--- config.mk ---
export PLATFORM = sky130hd
export DESIGN_NAME = lif_neuron_flat
export DESIGN_NICKNAME = d
export VERILOG_FILES = /design/src/rtl/lif_neuron_if.sv /design/src/rtl/lif_neuron.sv /design/src/flat_wrapper.sv
export SDC_FILE = /design/constraint.sdc
export NUM_CORES = 1
export LEC_CHECK = 0
export BUFFER_PORTS_ARGS = -buffer_cell sky130_fd_sc_hd__buf_2
export CORE_MARGIN = 1
export CORE_UTILIZATION = 61
export DETAILED_ROUTE_END_ITERATION = 16
export GPL_ROUTABILITY_DRIVEN = 0
export PLACE_DENSITY = 0.82
export SETUP_SLACK_MARGIN = 0.15
export SYNTH_ARGS = -nofsm -noshare
export SYNTH_HDL_FRONTEND = slang
export SYNTH_SLANG_ARGS = --single-unit
--- constraint.sdc ---
create_clock -name clk -period 7.2 [get_ports clk]
set_input_delay 0 -clock clk [delete_from_list [all_inputs] [get_ports clk]]
set_output_delay 0 -clock clk [all_outputs]
set_load 0.02 [all_outputs]
--- src/rtl/lif_neuron_if.sv ---
// Bus between the weighted-sum accumulator and one LIF output neuron.
// The master drives the enable and input current; the slave returns membrane and spike.
interface lif_neuron_if #(
  parameter int unsigned ACC_BITS = 8
) ();
  logic                       en;
  logic signed [ACC_BITS-1:0] spk_in;
  logic signed [ACC_BITS-1:0] mem_new;
  logic signed [ACC_BITS-1:0] spk_out;

  modport master (output en, output spk_in, input mem_new, input spk_out);
  modport slave  (input en, input spk_in, output mem_new, output spk_out);
endinterface

--- src/rtl/lif_neuron.sv ---
// Leaky integrate-and-fire neuron with subtractive reset, signed Q2.(ACC_BITS-2).
// One registered stage: decay, integrate, subtract-on-spike, saturate.
module lif_neuron #(
  parameter int unsigned              ACC_BITS  = 8,
  parameter logic signed [ACC_BITS-1:0] BETA      = 8'sb00_111111,
  parameter logic signed [ACC_BITS-1:0] THRESHOLD = 8'sb00_010000
) (
  input  logic         clk,
  input  logic         rst,
  lif_neuron_if.slave  bus
);
  localparam int unsigned FRAC = ACC_BITS - 2;
  localparam int unsigned PW   = 2 * ACC_BITS;
  localparam int unsigned SW   = ACC_BITS + 2;

  localparam logic signed [SW-1:0]       MAX_V  = SW'((1 << (ACC_BITS - 1)) - 1);
  localparam logic signed [SW-1:0]       MIN_V  = -MAX_V - SW'(1);
  localparam logic signed [ACC_BITS-1:0] ONE_V  = ACC_BITS'(1 << FRAC);
  localparam logic signed [ACC_BITS-1:0] ZERO_V = ACC_BITS'(0);

  logic signed [ACC_BITS-1:0] m_q, s_q;
  logic signed [PW-1:0]       prod;
  logic signed [PW-1:0]       decay_full;
  logic signed [SW-1:0]       rst_sub;
  logic signed [SW-1:0]       sum;
  logic signed [ACC_BITS-1:0] next_m;
  logic                       fire;

  // Next membrane and spike from the current (pre-update) membrane
  always_comb begin
    prod       = PW'(m_q) * PW'(BETA);
    decay_full = prod >>> FRAC;
    rst_sub    = SW'(0);
    if (m_q > THRESHOLD) begin
      rst_sub = SW'(THRESHOLD);
    end
    sum = SW'(decay_full) + SW'(bus.spk_in) - rst_sub;
    if (sum > MAX_V) begin
      next_m = ACC_BITS'(MAX_V);
    end else if (sum < MIN_V) begin
      next_m = ACC_BITS'(MIN_V);
    end else begin
      next_m = ACC_BITS'(sum);
    end
    fire = (next_m > THRESHOLD);
  end

  always_ff @(posedge clk) begin
    if (rst) begin
      m_q <= ZERO_V;
      s_q <= ZERO_V;
    end else if (bus.en) begin
      m_q <= next_m;
      s_q <= fire ? ONE_V : ZERO_V;
    end
  end

  assign bus.mem_new = m_q;
  assign bus.spk_out = s_q;
endmodule

--- src/flat_wrapper.sv ---
// flat-port wrapper written by rule: the top's interface ports become plain ports
module lif_neuron_flat 
#(
  parameter int unsigned              ACC_BITS  = 8,
  parameter logic signed [ACC_BITS-1:0] BETA      = 8'sb00_111111,
  parameter logic signed [ACC_BITS-1:0] THRESHOLD = 8'sb00_010000
)
  (clk, rst, bus_en, bus_spk_in, bus_mem_new, bus_spk_out);
  lif_neuron_if #(.ACC_BITS(ACC_BITS)) bus_i ();
  input  logic clk;
  input  logic rst;
  input wire logic [$bits(bus_i.en)-1:0] bus_en;
  input wire logic [$bits(bus_i.spk_in)-1:0] bus_spk_in;
  output wire logic [$bits(bus_i.mem_new)-1:0] bus_mem_new;
  output wire logic [$bits(bus_i.spk_out)-1:0] bus_spk_out;
  assign bus_i.en = bus_en;
  assign bus_i.spk_in = bus_spk_in;
  assign bus_mem_new = bus_i.mem_new;
  assign bus_spk_out = bus_i.spk_out;
  lif_neuron #(.ACC_BITS(ACC_BITS), .BETA(BETA), .THRESHOLD(THRESHOLD)) u_core (.clk(clk), .rst(rst), .bus(bus_i));
endmodule
# Yosys cells after proc, flatten, opt, wreduce, memory -nomap -nowiden
# Cells that the tools add are included.
[word_totals] reg_bits=16 latch_bits=0 mem_bits_rw=0 mem_bits_ro=0 input_bits=11 output_inout_bits=16 memories=0
[op_classes] addsub=2 mul=1 div_mod_pow=0 order_cmp=4 n_eq_ne=0 n_shift=0 muxes=4 bitwise=0 n_reduce_logical=0
[op_table] operator="> comparator 8 x 6 -> 1 bit (second input constant)" count=2
[op_table] operator="2-to-1 mux 8 bit" count=2
[op_table] operator="multiplier 8 x 7 -> 15 bit (second input constant)" count=1
[op_table] operator="adder 9 x 8 -> 10 bit" count=1
[op_table] operator="> comparator 10 x 8 -> 1 bit (second input constant)" count=1
[op_table] operator="less-than comparator 10 x 8 -> 1 bit (second input constant)" count=1
[op_table] operator="subtractor 10 bit" count=1
[op_table] operator="2-to-1 mux 7 bit" count=1
[op_table] operator="2-to-1 mux 5 bit" count=1

# Longest topological paths before layout
[depth] ltp_word=8 ltp_mapped=25 ltp_nobuf=25

# Least setup slack after synthesis
# Ideal clock, no wire load.
[synth_timing] path_type="register to register" from="register u_core.m_q[5] (netlist: u_core.bus.mem_new[5])" to="register u_core.s_q[6] (netlist: u_core.bus.spk_out[6])" setup_time_ns=0.128 t_arrival_ns=6.190 required_ns=7.072 slack_ns=0.881 stages_incl_launch_ff=23 n_path_buf=0 path_cell_list="dfxtp_1 fa_1 inv_1 fa_1 inv_1 fa_1 fa_1 ha_1 a21oi_4 o21ai_2 o311a_4 o41a_1 xnor2_1 ha_1 inv_1 ha_1 and2_1 a311o_1 a2111oi_2 or3_1 nand2_2 a222oi_1 a31oi_1"
[synth_between] elab_chain_cells=8 elab_cells_between_ends=11 classes_between="add/sub (2); mul (1); order compare (4); mux (4)"
[synth_rtl] element="start: declaration" line_no="lif_neuron.sv:21" source="logic signed [ACC_BITS-1:0] m_q, s_q;"
[synth_rtl] element="start signal: assignment" line_no="lif_neuron.sv:53" source="m_q <= next_m;"
[synth_rtl] element="multiplier 8 x 7 -> 15 bit or > comparator 8 x 6 -> 1 bit (tied branches)" line_no="lif_neuron.sv:31, lif_neuron.sv:34"
[synth_rtl] element="adder 9 x 8 -> 10 bit or 2-to-1 mux 5 bit (tied branches)" line_no="lif_neuron.sv:37, lif_neuron.sv:34"
[synth_rtl] element="subtractor 10 bit (*)" line_no="lif_neuron.sv:37" source="sum = SW'(decay_full) + SW'(bus.spk_in) - rst_sub;"
[synth_rtl] element="less-than comparator 10 x 8 -> 1 bit" line_no="lif_neuron.sv:40" source="end else if (sum < MIN_V) begin"
[synth_rtl] element="2-to-1 mux 8 bit" line_no="lif_neuron.sv:40"
[synth_rtl] element="2-to-1 mux 8 bit (*)" line_no="lif_neuron.sv:38" source="if (sum > MAX_V) begin"
[synth_rtl] element="> comparator 8 x 6 -> 1 bit (*)" line_no="lif_neuron.sv:45" source="fire = (next_m > THRESHOLD);"
[synth_rtl] element="2-to-1 mux 7 bit (*)" line_no="lif_neuron.sv:54" source="s_q <= fire ? ONE_V : ZERO_V;"
[synth_rtl] element="end signal: assignment" line_no="lif_neuron.sv:54"
[synth_rtl] element="end: declaration" line_no="lif_neuron.sv:21"
# Every way passes the cells marked *; elsewhere a longest branch is shown, timed or not.
# A chain may end at the register's enable or synchronous reset.

# Worst setup path after layout
[layout_timing] from="register u_core.m_q[4] (netlist: u_core.bus.mem_new[4])" to="register u_core.m_q[2] (netlist: u_core.bus.mem_new[2])"
[layout_between] elab_chain_cells=6 elab_cells_between_ends=9 classes_between="add/sub (2); mul (1); order compare (3); mux (3)"
[layout_rtl] element="multiplier 8 x 7 -> 15 bit or > comparator 8 x 6 -> 1 bit (tied branches)" line_no="lif_neuron.sv:31, lif_neuron.sv:34"
[layout_rtl] element="adder 9 x 8 -> 10 bit or 2-to-1 mux 5 bit (tied branches)" line_no="lif_neuron.sv:37, lif_neuron.sv:34"
[layout_rtl] element="subtractor 10 bit (*)" line_no="lif_neuron.sv:37"
[layout_rtl] element="less-than comparator 10 x 8 -> 1 bit" line_no="lif_neuron.sv:40"
[layout_rtl] element="2-to-1 mux 8 bit" line_no="lif_neuron.sv:40"
[layout_rtl] element="2-to-1 mux 8 bit (*)" line_no="lif_neuron.sv:38"
# Marks and branches as above.

==> run_results.csv <==
group,metric,value,unit
timing,tns,0,ps
synthesis,synthArstFlopShare,0,%
route,via_per_inst,5.613,
timing,worst_pin_slew,508.4,ps
synthesis,seq_area_frac_synth,7.317,%
setup_path,start_kind,"register",
global_route,gr-usage-all-layers,25.30,%
run,maxCapViolCount,0,
setup_path,crit_path_max_fanout,9,
cells_and_area,nets,390,
synthesis,synth_top_area_share,23.88,%
setup_path,crit_path_frequent_cell,"fa_1",
clock_tree,cts_htree_levels,1,
setup_path,slowest_delay,560,ps
clock_tree,clock_path_buffers,2,
clock_tree,cts.sinks,9,
synthesis,synth-edff-count,0,
timing,setup_ws,630.9,ps
cells_and_area,finish.utilization,70.11,%
placed_design,port_buffers,19,
timing,hold_viol_final,0,
cells_and_area,diodes,0,
synthesis,ys.warnings.count,0,
synthesis,synth_common_cells,"55 x inv_1, 47 x ha_1, 25 x fa_1, 16 x nor2_1",
synthesis,synth_most_common_cell,"inv_1",
route,vias,1987,
floorplanning,core-area,3771,µm²
setup_path,required,7290,ps
placed_design,preCtsSetupSlack,691.0,ps
floorplanning,start_util,65.30,%
synthesis,syn-instance-count,284,
timing,fin_crit_sh,91.24,%
setup_path,slowest_stage,"fa_1",
synthesis,avgSynthCellArea,8.670,µm²
route,drc,0,
setup_path,critPathKind,"reg2reg",
cells_and_area,drive_above_1_share,12.09,%
global_route,grt-ovfl-total,0,
timing,slew-limit-headroom,65.23,%
clock_tree,ctsResizeCount,0,
synthesis,synth-seq-cells,9,
floorplanning,dieHeight,65.54,µm
min_path,min_path_type,"in2reg",
global_route,grt_pass1_wl,8397,µm
route,postRouteAntennaNets,0,
timing,whs,22.43,ps
route,wl,4866,µm
floorplanning,die_x,65.54,µm
clock_tree,cts_tree,"done",
global_route,grt_max_degree,16,
global_route,grt_pass1_vias,1956,
clock_tree,cts_setup_buffers,0,
clock_tree,holdBufCountCts,0,
floorplanning,row_count,22,
timing,fin_crit,6569,ps
placed_design,dp.final_hpwl,4199,µm
floorplanning,io_pins,27,
timing,grt_setup_unrepaired,"no",
timing,finalSetupViolCount,0,
floorplanning,die_area,4295,µm²
timing,skew,4.593,ps
synthesis,synth-main-ff-cell,"dfxtp_1",
global_route,antenna_found_initial,0,
synthesis,synth_cell_types,53,
route,drtIter0Drc,82,
clock_tree,numCtsBuffers,3,
synthesis,synth_largest_area_cell,"ha_1",
synthesis,synth_area_leaders,"ha_1 24%, fa_1 20%, inv_1 8.4%",
synthesis,syn_area,2462,µm²
route,dr.pass1.iters,7,
clock_tree,cts_root_buffer,"clkbuf_8",
setup_path,critPathCaptureType,"register",
outcome,status,"complete, no violations",
cells_and_area,area_growth_syn_to_layout,7.368,%
timing,slew_viol_final,0,
clock_tree,clock_latency,230,ps
timing,timing.fmax,152.2,MHz
clock_tree,cts.clk_slew.worst_paths,50,ps
setup_path,critPathArrivalTime,6660,ps
setup_path,worstPathCellList,"fa_1 -> inv_1 -> fa_1 -> inv_1 -> fa_1 -> fa_1 -> ha_1 -> a21oi_4 -> o21ai_2 -> o311a_4 -> o41a_1 -> xnor2_1 -> ha_1 -> inv_1 -> ha_1 -> and2_1 -> a311o_1 -> a2111oi_2 -> or3_1 -> nand2_2 -> a21oi_2 -> a221oi_1",
route,wl_per_cell,13.75,µm
logic make-up (layout without fill, tap and decap cells):
kind of cell    Yosys count  count (layout)  synth area share (%)
fa+ha+maj                72              72                 44.21
flops                     9               9                 7.317
simple gates             56              56                 11.18
compound gates           57              57                 17.78
mux                       1               1                0.4065
xor+xnor                 22              22                 7.825
other cells               1               7                0.1523
buf+inv                  66              82                 11.13
registers in the layout, indices dropped and copies added, names as in the netlist:
signal / flops
u_core.bus.mem_new: 8
u_core.bus.spk_out: 1
layer usage:
layer / GRT usage, % / share of wire [%] / vias to the layer above
li1: - / - / 984
met1: 32.44 / 47 / 941
met2: 44.97 / 48 / 50
met3: 3.472 / 3.1 / 12
met4: 4.891 / 1.7 / 0
met5: 0 / 0 / -
critical path: cells and delay by family, from the launching register on:
family	cells	cell delay, ps
buffers and inverters	3	150
DFF	1	450
and+or+nand+nor	3	520
adders and majority gates	7	3030
AOI/OAI and AO/OA	8	2130
xor gates and xnor gates	1	150
cells in the final DEF (no fill, tap or decap), drive strengths merged, types with 5 or more instances in the layout:
cell,count
a21oi,12
a221oi,7
buf,22
conb,7
dfxtp,9
fa,25
ha,47
inv,55
nand2,15
nand2b,5
nor2,16
o21ai,12
xnor2,14
xor2,8
cell type report:
type / instances / area, µm²
inverters: 56 / 210.2
flip-flops and latches: 9 / 180.2
well taps: 48 / 60.06
fillers: 342 / 1127
multi-input cells: 215 / 2031
repair buffers: 22 / 117.6
clock buffers: 4 / 45.04
path summary, 6_finish.rpt:
kind	start	end	slack [ps]	depth (start not counted)
max	u_core.bus.mem_new[4]	u_core.bus.mem_new[2]	630	22
min	bus_en	u_core.bus.mem_new[7]	20	2
min reg2reg	u_core.bus.mem_new[7]	u_core.bus.mem_new[7]	610	2
max reg2reg	u_core.bus.mem_new[4]	u_core.bus.mem_new[2]	630	22
per-stage QoR:
stage	area, µm²	instances
final	2644	354
after global routing	2644	354
after CTS	2644	354
after detailed placement	2599	350
after global placement	2599	350
after floorplan	2485	290
Power is left out: the tool's default activity adds up to more than one toggle a clock period on the data nets, which glitch-free logic cannot reach.
